===== src/rtl/robot_pkg.sv =====
// Shared encodings for the maze robot: move commands, navigation FSM states and
// sensor bit positions, common to the navigation controller and the map memory.
package robot_pkg;

  typedef enum logic [1:0] {
    CMD_FWD    = 2'd0,
    CMD_TURN_L = 2'd1,
    CMD_TURN_R = 2'd2,
    CMD_REMOVE = 2'd3
  } cmd_e;

  localparam logic [2:0] ST_IDLE   = 3'd0;
  localparam logic [2:0] ST_SENSE  = 3'd1;
  localparam logic [2:0] ST_DECIDE = 3'd2;
  localparam logic [2:0] ST_ISSUE  = 3'd3;
  localparam logic [2:0] ST_DONE   = 3'd4;
  localparam logic [2:0] ST_STUCK  = 3'd5;
  localparam logic [2:0] ST_ERROR  = 3'd6;

  localparam int SNS_HEAD    = 0;
  localparam int SNS_LEFT    = 1;
  localparam int SNS_UNDER   = 2;
  localparam int SNS_BARRIER = 3;
  localparam int SNS_W       = 4;

  typedef logic [SNS_W-1:0] sensors_t;

endpackage


===== src/rtl/robot_decide.sv =====
// Left-hand wall-following rule: maps registered sensors plus the "last move was
// TURN_L" flag to the next move command and an exit-reached flag. Purely combinational.
module robot_decide
  import robot_pkg::*;
(
  input  sensors_t   sns,
  input  logic       jl,
  output logic [1:0] op,
  output logic       exit_hit
);

  // jl stops a second left turn in a row when the wall is still missing after turning.
  always_comb begin
    exit_hit = sns[SNS_UNDER];
    op       = CMD_TURN_R;
    if (!sns[SNS_LEFT] && !jl)
      op = CMD_TURN_L;
    else if (!sns[SNS_HEAD])
      op = CMD_FWD;
    else if (sns[SNS_BARRIER])
      op = CMD_REMOVE;
  end

endmodule


===== src/rtl/robot_nav_ctrl.sv =====
// Maze robot navigation FSM: sense, decide, issue one move over valid/ack, repeat.
// Optional forward-step budget enabled by defining STEP_LIMIT_EN.
module robot_nav_ctrl
  import robot_pkg::*;
#(
  parameter int STEP_W      = 10,
  parameter int MAX_STEPS   = 1000,
  parameter int ACK_TIMEOUT = 15
) (
  input  logic              clk,
  input  logic              reset,
  input  logic              sense_valid,
  input  logic              head,
  input  logic              left,
  input  logic              under,
  input  logic              barrier,
  output logic              cmd_valid,
  output logic [1:0]        cmd_op,
  input  logic              cmd_ack,
  output logic              done,
  output logic              stuck,
  output logic              error,
  output logic [STEP_W-1:0] step_count
);

  localparam int TO_W = $clog2(ACK_TIMEOUT + 1);

`ifdef STEP_LIMIT_EN
  localparam bit LIMIT_EN = 1'b1;
`else
  localparam bit LIMIT_EN = 1'b0;
`endif

  logic [2:0]        state;
  sensors_t          sns_q;
  logic              sv_q;
  logic              jl;
  logic [2:0]        turn_cnt;
  logic [TO_W-1:0]   to_cnt;
  logic [1:0]        dec_op;
  logic              dec_exit;
  logic [STEP_W-1:0] step_inc;
  logic [2:0]        turn_inc;
  logic              is_turn;
  logic              limit_hit;

  robot_decide u_decide (
    .sns      (sns_q),
    .jl       (jl),
    .op       (dec_op),
    .exit_hit (dec_exit)
  );

  assign step_inc  = (&step_count) ? step_count : step_count + STEP_W'(1);
  assign turn_inc  = turn_cnt + 3'd1;
  assign is_turn   = (cmd_op == CMD_TURN_L) || (cmd_op == CMD_TURN_R);
  assign limit_hit = LIMIT_EN && (step_inc == STEP_W'(MAX_STEPS));

  assign cmd_valid = (state == ST_ISSUE);
  assign done      = (state == ST_DONE);
  assign stuck     = (state == ST_STUCK);
  assign error     = (state == ST_ERROR);

  // Sensors are captured in SENSE and only acted upon one cycle later (sv_q), so the
  // command appears two edges after the sampling edge.
  always_ff @(posedge clk or posedge reset) begin
    if (reset) begin
      state      <= ST_IDLE;
      sns_q      <= '0;
      sv_q       <= 1'b0;
      jl         <= 1'b0;
      turn_cnt   <= 3'd0;
      to_cnt     <= '0;
      cmd_op     <= CMD_FWD;
      step_count <= '0;
    end else begin
      case (state)
        ST_IDLE: begin
          sv_q  <= 1'b0;
          state <= ST_SENSE;
        end
        ST_SENSE: begin
          if (sv_q) begin
            sv_q  <= 1'b0;
            state <= ST_DECIDE;
          end else if (sense_valid) begin
            sns_q[SNS_HEAD]    <= head;
            sns_q[SNS_LEFT]    <= left;
            sns_q[SNS_UNDER]   <= under;
            sns_q[SNS_BARRIER] <= barrier;
            sv_q               <= 1'b1;
          end
        end
        ST_DECIDE: begin
          if (dec_exit) begin
            state <= ST_DONE;
          end else begin
            cmd_op <= dec_op;
            to_cnt <= '0;
            state  <= ST_ISSUE;
          end
        end
        // An ack on the final timeout cycle still completes the transfer.
        ST_ISSUE: begin
          if (cmd_ack) begin
            jl       <= (cmd_op == CMD_TURN_L);
            turn_cnt <= is_turn ? turn_inc : 3'd0;
            if (cmd_op == CMD_FWD)
              step_count <= step_inc;
            if (is_turn && (turn_inc == 3'd4))
              state <= ST_STUCK;
            else if ((cmd_op == CMD_FWD) && limit_hit)
              state <= ST_STUCK;
            else
              state <= ST_SENSE;
          end else if (to_cnt == TO_W'(ACK_TIMEOUT - 1)) begin
            state <= ST_ERROR;
          end else begin
            to_cnt <= to_cnt + TO_W'(1);
          end
        end
        default: state <= state;
      endcase
    end
  end

endmodule


===== config.mk =====
export PLATFORM = sky130hd
export DESIGN_NAME = robot_nav_ctrl
export DESIGN_NICKNAME = d
export VERILOG_FILES = /design/src/rtl/robot_pkg.sv /design/src/rtl/robot_decide.sv /design/src/rtl/robot_nav_ctrl.sv
export SDC_FILE = /design/constraint.sdc
export NUM_CORES = 1
export LEC_CHECK = 0
export ABC_CLOCK_PERIOD_IN_PS = 2700
export BUFFER_PORTS_ARGS = -buffer_cell sky130_fd_sc_hd__clkbuf_2
export CORE_MARGIN = 5
export CORE_UTILIZATION = 50
export DETAILED_ROUTE_END_ITERATION = 7
export GPL_TIMING_DRIVEN = 0
export HOLD_SLACK_MARGIN = 0.06
export PLACE_DENSITY = 0.72
export SLEW_MARGIN = 10
export SYNTH_ARGS = -nofsm -noshare
export SYNTH_HDL_FRONTEND = slang
export SYNTH_SLANG_ARGS = --single-unit

===== constraint.sdc =====
create_clock -name clk -period 2.7 [get_ports clk]
set_input_delay 0.54 -clock clk [delete_from_list [all_inputs] [get_ports clk]]
set_output_delay 0.54 -clock clk [all_outputs]
set_load 0.02 [all_outputs]

==> metrics.csv, run 1 <==
metric,value,unit
cts_tree,yes,
placed_cells,193,
setup_ws,0.5316,ns
wl_met1,1253,um
clk_latency,0.34,ns
synth_seq_cells,28,
wl_per_cell,13.95,um
fin_util,60.84,%
path_clk_slew,0.16,ns
grt_util_all_layers,14.56,%
synth_compound_area_share,12.18,%
dp_hpwl,2046,um
highest_layer,met4,
synth_xor_area_share,2.919,%
synth_area_leaders,"dfrtp_1, ha_1, mux2_2",
cts_resized,0,
ys_top_cells_by_count,"dfrtp_1, nand2_1, o21ai_0, a21oi_1",
start_util,53.48,%
clkSinkCount,28,
end_kind,output port,
synthAdderAreaFrac,5.838,%
dr_wl_met2,1387,um
cts_max_path_buffers,2,
async_flop_share,100.0,%
ir_drop,0.6050,mV
drive_above_1_share,25.90,%
place_ws,0.9252,ns
yosysTopAreaCell,dfrtp_1,
totalWireLength,2749,um
die_w,64.78,um
fp.dieH,64.78,um
yosysMostFrequentCell,dfrtp_1,
gp_congestion,0.7905,
root_buffer,clkbuf_4,
htree_levels,1,
ys_warn_count,0,
portBuffers,23,
fin_skew,0.009825,ns
synthToLayoutAreaGrowth,13.76,%
drv_slew,0,
synth_mux_area_share,5.838,%
core-area,2805,um2
num_antenna_cells,0,
status,"complete, no violations",
rsz0062_at_grt,no,
p_per_area,661.7,nW/um2
syn_avg_cell_area,10.79,um2
grt_pass1_wl,4905,um
cts-hold-fix-buffers,0,
start_kind,flip-flop,
path_class,flip-flop to output port,
first_global_vias,1088,
tns,0,ns
synth_simple_gate_area_share,22.69,%
netlist_area,1500,um2
cts_buffers,3,
p_leak,0.8563,nW
cts_setup_buffers,0,
final_cell_count_no_fill,197,
final_hold_viol_count,0,
synth_top_family_by_area,simple AND/OR/NAND/NOR gates,
required,2.16,ns
crit_chain,clkbuf_1 -> nor2b_1 -> and2_1 -> clkbuf_2,
synth_top_area_share,46.71,%
nFillCells,261,
drc,0,
vias,1112,
rows,19,
min_period,2.168,ns
synth_edf_count,0,
max-cap-violations,0,
max_stage_delay,0.42,ns
worstMarginPinSlew,1.064,ns
first_iter_violations,36,
hold_path.class,primary input to async pin,
layout.nets,182,
syn_inst,139,
path_max_fanout,10,
routed_via_density,5.645,
ys_types,44,
slowest_stage,dfrtp_1,
postSynthNetCount,154,
antenna_found_initial,0,
slew_headroom,29.01,%
overflow,0,
dieArea,4196,um2
cp.arrival,1.63,ns
min_period_over_period,80.31,%
route.met3.wl,90,um
drtAntennaViolNets,0,
seq_area,700.7,um2
seq_area_frac_synth,46.71,%
setup_viol,0,
synth_ff_type,dfrtp_1,
grt_max_degree,29,
multi_input_area,742.0,um2
dr.pass1.iters,4,
ios,24,
max_clock_freq,0.4612,GHz
report_power, final:
| part | leakage, nW | switching, W | internal, W | total [W] |
|---|---|---|---|---|
| combinational | 0.485 | 0.000148 | 0.000122 | 0.000270 |
| clock | 0.0279 | 0.000128 | 0.000150 | 0.000278 |
| sequential | 0.343 | 0.0000764 | 0.000505 | 0.000581 |
per-stage QoR:
step                      total power [W]  cell area [um2]  hold slack (ns)
after detailed placement        0.0008638             1654           0.4814
after floorplan                 0.0007764             1500           0.4493
final                            0.001129             1707           0.4209
after CTS                        0.001141             1707           0.4193
after global routing             0.001211             1707           0.4217
after global placement          0.0008394             1654           0.4625
layout make-up:
type                       count  area share [%]
buffer                         5           1.833
tap                           31           2.273
sequential                    28           41.06
timing repair buffer          23           6.745
clock buffer                   3           1.320
multi-input combinational     99           43.48
inverter                       7           1.540
clock inverter                 1           1.760
worst paths after layout:
check | depth (start not counted) | from | slack [ns] | end
min reg2reg | 2 | turn_cnt[1] | 0.50 | turn_cnt[1]
min | 2 | reset | 0.42 | step_count[3]
min in group clk | 2 | left | 0.42 | sns_q[1]
max reg2reg | 5 | step_count[0] | 0.93 | step_count[1]
max in group asynchronous | 2 | reset | 1.64 | to_cnt[2]
max | 4 | state[2] | 0.53 | cmd_valid
flip-flops by register name, indices dropped and copies added, names as in the netlist:
register / cells
sv_q: 1
step_count: 10
state: 3
jl: 1
sns_q: 4
to_cnt: 4
cmd_op: 2
turn_cnt: 3
placed cells by master (no fill, tap or decap), types with 2 or more instances in the layout:
master / n
a21oi_1: 8
a31oi_1: 3
and2_1: 2
and3_1: 3
and3b_1: 2
clkbuf_1: 2
clkbuf_2: 23
clkbuf_4: 3
dfrtp_1: 28
ha_1: 7
inv_1: 7
mux2_2: 5
mux2i_1: 2
nand2_1: 10
nand2b_1: 3
nand3_1: 4
nand3b_1: 3
nor2_1: 5
nor2b_1: 3
nor3_1: 2
nor3b_1: 3
o21ai_0: 9
o2bb2ai_1: 2
xor2_1: 4
kinds of logic (layout without fill, tap and decap cells):
family                     Yosys count  in the layout
adders and majority gates            7              7
AOI/OAI and AO/OA                   29             29
muxes                                8              8
xor gates and xnor gates             5              5
DFF                                 28             28
and+or+nand+nor                     50             50
buffers and inverters               12             39
layer usage:
metal | vias up | track usage, %
li1 | 548 | -
met1 | 549 | 18.56
met2 | 13 | 25.16
met3 | 2 | 3.800
met4 | 0 | 2.639
met5 | - | 0
critical path, delay by kind of cell (launching register included):
kind | cells | cell delay, ns
buffers and inverters | 2 | 0.37
and+or+nand+nor | 2 | 0.49
DFF | 1 | 0.42
(Power assumes the default switching activity.)
==> run 2: changes to the inputs <==
--- a/config.mk
+++ b/config.mk
@@ -5,14 +5,14 @@
 export SDC_FILE = /design/constraint.sdc
 export NUM_CORES = 1
 export LEC_CHECK = 0
-export ABC_CLOCK_PERIOD_IN_PS = 2700
+export ABC_CLOCK_PERIOD_IN_PS = 1900
 export BUFFER_PORTS_ARGS = -buffer_cell sky130_fd_sc_hd__clkbuf_2
 export CORE_MARGIN = 5
 export CORE_UTILIZATION = 50
 export DETAILED_ROUTE_END_ITERATION = 7
 export GPL_TIMING_DRIVEN = 0
 export HOLD_SLACK_MARGIN = 0.06
-export PLACE_DENSITY = 0.72
+export PLACE_DENSITY = 0.75
 export SLEW_MARGIN = 10
 export SYNTH_ARGS = -nofsm -noshare
 export SYNTH_HDL_FRONTEND = slang
==> constraint.sdc (replaced) <==
create_clock -name clk -period 1.9 [get_ports clk]
set_input_delay 0.38 -clock clk [delete_from_list [all_inputs] [get_ports clk]]
set_output_delay 0.38 -clock clk [all_outputs]
set_load 0.02 [all_outputs]
==> metrics.csv, run 2 (synthesized netlist as in run 1, its figures left out) <==
metric,value,unit
status,"complete, no violations",
cts-hold-fix-buffers,0,
vias,1099,
drv_slew,0,
path_clk_slew,0.15,ns
core-area,2805,um2
worstMarginPinSlew,1.043,ns
dr.pass1.iters,5,
first_global_vias,1111,
slew_headroom,30.42,%
gp_congestion,0.7949,
synthToLayoutAreaGrowth,14.18,%
layout_common_cells,"dfrtp_1, clkbuf_2, nand2_1",
htree_levels,1,
p_per_area,935.4,nW/um2
regToRegEndpoint,step_count[1],
power,0.001602,W
drc,0,
root_buffer,clkbuf_4,
nFillCells,248,
dp_hpwl,2093,um
routed_via_density,5.579,
seq_area,700.7,um2
rsz0062_at_grt,no,
first_iter_violations,47,
required,2.14,ns
grt_util_all_layers,14.74,%
dieArea,4196,um2
p_leak,0.8625,nW
layout.nets,182,
grt_pass1_wl,4899,um
path_class,flip-flop to flip-flop,
largest_register_ffs,10,
reg2reg_slack,0.12,ns
cts_tree,yes,
hold_path.class,primary input to async pin,
antenna_found_initial,0,
wl_per_cell,13.81,um
end_kind,flip-flop,
cts_max_path_buffers,2,
regMostFlops,step_count,
start_util,53.48,%
max-cap-violations,0,
setup_viol,0,
clkSinkCount,28,
overflow,0,
path_max_fanout,5,
max_clock_freq,0.5610,GHz
cts_buffers,3,
portBuffers,23,
final_hold_viol_count,0,
die_w,64.78,um
num_antenna_cells,0,
tns,0,ns
fp.dieH,64.78,um
clk_latency,0.33,ns
fin_skew,0.003695,ns
drtAntennaViolNets,0,
design_area,1713,um2
timing.rr.start,step_count[0],
rr_worst_depth,5,
rows,19,
totalWireLength,2721,um
min_period,1.783,ns
cp.arrival,2.02,ns
largest_registers,"step_count: 10 flops, sns_q: 4 flops, to_cnt: 4 flops",
grt_max_degree,29,
multi_input_area,744.5,um2
ios,24,
final_common_cell,dfrtp_1,
placed_area,1654,um2
start_kind,flip-flop,
drive_above_1_share,27.11,%
ir_drop,0.5593,mV
min_period_over_period,93.82,%
-- run 2: cell count changes in the layout (fill, tap and decap cells not counted) --
| cell | previous run | this run |
|---|---|---|
| buf_4 | 1 | 2 |
| clkbuf_1 | 2 | 1 |
| nor2b_1 | 3 | 2 |
| nor2b_2 | 1 | 2 |
-- run 2: layout make-up --
cell class	count	share of cell area, %
repair buffers	24	7.159
flip-flops and latches	28	40.91
well taps	31	2.264
plain buffers	4	1.607
multi-input cells	99	43.46
clock inverters	1	1.753
clock buffers	3	1.315
inverters	7	1.534
-- run 2: timing repair --
item                       4_1_cts  5_1_grt
setup buffers                    1        0
gates resized for setup          1        0
setup endpoints to repair        1        3
-- run 2: report_power, final --
| group | internal [W] | switching [W] |
|---|---|---|
| logic | 0.000173 | 0.000211 |
| clock network | 0.000214 | 0.000180 |
| registers | 0.000718 | 0.000107 |
-- run 2: per-stage QoR --
step	hold slack, ns	util, %	std cells	worst slack [ns]
6_report	0.2514	61.06	197	0.1175
5_1_grt	0.2399	61.06	197	0.05008
4_1_cts	0.2545	61.20	198	0.03350
3_5_place_dp	0.4806	58.97	193	0.1358
3_3_place_gp	0.4620	58.97	193	0.1855
2_1_floorplan	0.4454	-	139	0.1592
-- run 2: critical path, cell delays in order (launching register included) --
cell and delay, ns:
dfrtp_1 0.47, ha_1 0.27, and4_1 0.24, and4_4 0.22, nor2_2 0.16, mux2_1 0.34
-- run 2: worst max-delay path by stage --
stage,from,end,slack [ns],cells past startpoint
after floorplan,step_count[0],step_count[1],0.16,5
after global placement,step_count[0],step_count[1],0.19,5
after detailed placement,step_count[0],step_count[1],0.14,5
after CTS,state[2],done,0.03,3
after global routing,step_count[0],step_count[1],0.05,5
final,step_count[0],step_count[1],0.12,5
-- run 2: metal layers --
metal	part of all wire, %	vias up	GRT usage, %
li1	-	548	-
met1	45	525	17.97
met2	51	21	25.67
met3	2.7	5	2.591
met4	1.7	0	6.069
met5	0	-	0
==> run 3: changes to the inputs <==
--- a/config.mk
+++ b/config.mk
@@ -5,15 +5,15 @@
 export SDC_FILE = /design/constraint.sdc
 export NUM_CORES = 1
 export LEC_CHECK = 0
-export ABC_CLOCK_PERIOD_IN_PS = 1900
+export ABC_CLOCK_PERIOD_IN_PS = 1800
 export BUFFER_PORTS_ARGS = -buffer_cell sky130_fd_sc_hd__clkbuf_2
-export CORE_MARGIN = 5
+export CORE_MARGIN = 2
 export CORE_UTILIZATION = 50
 export DETAILED_ROUTE_END_ITERATION = 7
 export GPL_TIMING_DRIVEN = 0
 export HOLD_SLACK_MARGIN = 0.06
-export PLACE_DENSITY = 0.75
-export SLEW_MARGIN = 10
+export PLACE_DENSITY = 0.72
+export SLEW_MARGIN = 20
 export SYNTH_ARGS = -nofsm -noshare
 export SYNTH_HDL_FRONTEND = slang
 export SYNTH_SLANG_ARGS = --single-unit
==> constraint.sdc (replaced) <==
create_clock -name clk -period 1.8 [get_ports clk]
set_input_delay 0.36 -clock clk [delete_from_list [all_inputs] [get_ports clk]]
set_output_delay 0.36 -clock clk [all_outputs]
set_load 0.02 [all_outputs]
==> metrics.csv, run 3 (synthesized netlist as in run 1, its figures left out) <==
metric,value,unit
status,"complete, but fails checks",
violations,design-rule violations,
design_area,1739,um2
path_clk_slew,0.15,ns
drv_slew,0,
min_period_over_period,95.50,%
setup_viol,0,
p_sw_share,32.60,%
drtAntennaViolNets,0,
max_clock_freq,0.5817,GHz
critPathBufInv,0,
core-area,2805,um2
final_hold_viol_count,0,
p_leak,0.8820,nW
rows,19,
portBuffers,23,
hold_path.class,primary input to async pin,
met3_usage,2.198,%
overflow,0,
clk_latency,0.33,ns
cts_max_path_buffers,2,
met1_usage,23.26,%
p_sw,0.0005261,W
seqPwrFrac,53.5,%
path_class,flip-flop to flip-flop,
cts_buffers,3,
crit_chain,ha_1 -> and4_1 -> and4_4 -> nor2_4 -> mux2_1,
slew_headroom,61.06,%
grt_util_all_layers,17.21,%
grt_pass1_wl,4623,um
ir_drop,0.6387,mV
max_stage_delay,0.44,ns
dp_hpwl,1925,um
htree_levels,1,
rsz0062_at_grt,no,
layout.nets,185,
largest_register_ffs,10,
p_int,0.001088,W
routed_via_density,5.580,
final_common_cell,dfrtp_1,
tns,0,ns
ios,24,
first_iter_violations,44,
grt_max_degree,29,
pwr-share-comb,27.2,%
path_max_fanout,4,
met2_usage,28.10,%
setup_ws,0.08098,ns
start_util,53.48,%
nFillCells,256,
drc,1,
end_kind,flip-flop,
max-cap-violations,0,
drive_above_1_share,29.59,%
vias,1116,
layout_common_cells,"dfrtp_1, clkbuf_2, nand2_1",
die_w,58.78,um
dr.pass1.iters,6,
fp.dieH,58.78,um
placed_area,1654,um2
cts_tree,yes,
min_period,1.719,ns
slowest_stage,dfrtp_1,
synthToLayoutAreaGrowth,15.93,%
num_antenna_cells,0,
start_kind,flip-flop,
top_usage_layer,met2,
worstMarginPinSlew,0.5832,ns
cp.arrival,1.95,ns
place_ws,0.05125,ns
wl_per_cell,13.24,um
largest_registers,"step_count: 10 flops, sns_q: 4 flops, to_cnt: 4 flops",
p_per_area,927.9,nW/um2
required,2.03,ns
totalWireLength,2648,um
clock_power_share,19.4,%
crit_family,simple AND/OR/NAND/NOR gates,
dieArea,3455,um2
fin_skew,0.007791,ns
cts-hold-fix-buffers,0,
regMostFlops,step_count,
antenna_found_initial,0,
clkSinkCount,28,
gp_congestion,0.7663,
first_global_vias,1062,
root_buffer,clkbuf_4,
run 3: final timing paths:
check,start,to,slack (ns),cells after the start
setup / recovery,step_count[0],step_count[1],0.08,5
hold / removal,reset,to_cnt[0],0.04,2
setup reg to reg,step_count[0],step_count[1],0.08,5
hold reg to reg,turn_cnt[1],turn_cnt[1],0.52,2
max in group asynchronous,reset,step_count[1],1.37,2
min in group clk,head,sns_q[0],0.24,2
run 3: cell type report:
cell class	count	area [um2]	share of cell area, %
multi-input cells	99	759.5	43.67
flip-flops and latches	28	700.7	40.29
repair buffers	26	140.1	8.058
well taps	31	38.79	2.230
plain buffers	5	37.54	2.158
clock buffers	4	36.28	2.086
inverters	7	26.28	1.511
run 3: power by group through the flow:
stage                     registers [W]  clock network, W  logic (W)
after detailed placement       0.000883                 0   0.000410
final                          0.000863          0.000312   0.000438
after CTS                      0.000869          0.000321   0.000411
after global placement         0.000872                 0   0.000386
after global routing           0.000887          0.000345   0.000504
after floorplan                0.000891                 0   0.000274
run 3: per-layer routing:
metal,vias to the layer above,part of all wire [%],wire (um)
met5,-,0,0
met4,0,1.5,40
met3,5,2.8,73
met2,14,50,1314
met1,543,46,1220
li1,554,-,-
run 3: metrics by stage:
stage / hold slack [ns] / total power (W) / std cells / util, %
6_report: 0.04460 / 0.001614 / 200 / 62.00
2_1_floorplan: 0.4254 / 0.001165 / 139 / -
3_5_place_dp: 0.4823 / 0.001292 / 193 / 58.97
5_1_grt: 0.08601 / 0.001736 / 200 / 62.00
4_1_cts: 0.2380 / 0.001601 / 198 / 60.66
3_3_place_gp: 0.4625 / 0.001258 / 193 / 58.97
run 3: timing repair:
action	4_1_cts	5_1_grt
endpoints found under the hold margin	0	0
gates resized for setup	2	10
setup endpoints to repair	2	4
setup buffers	1	2
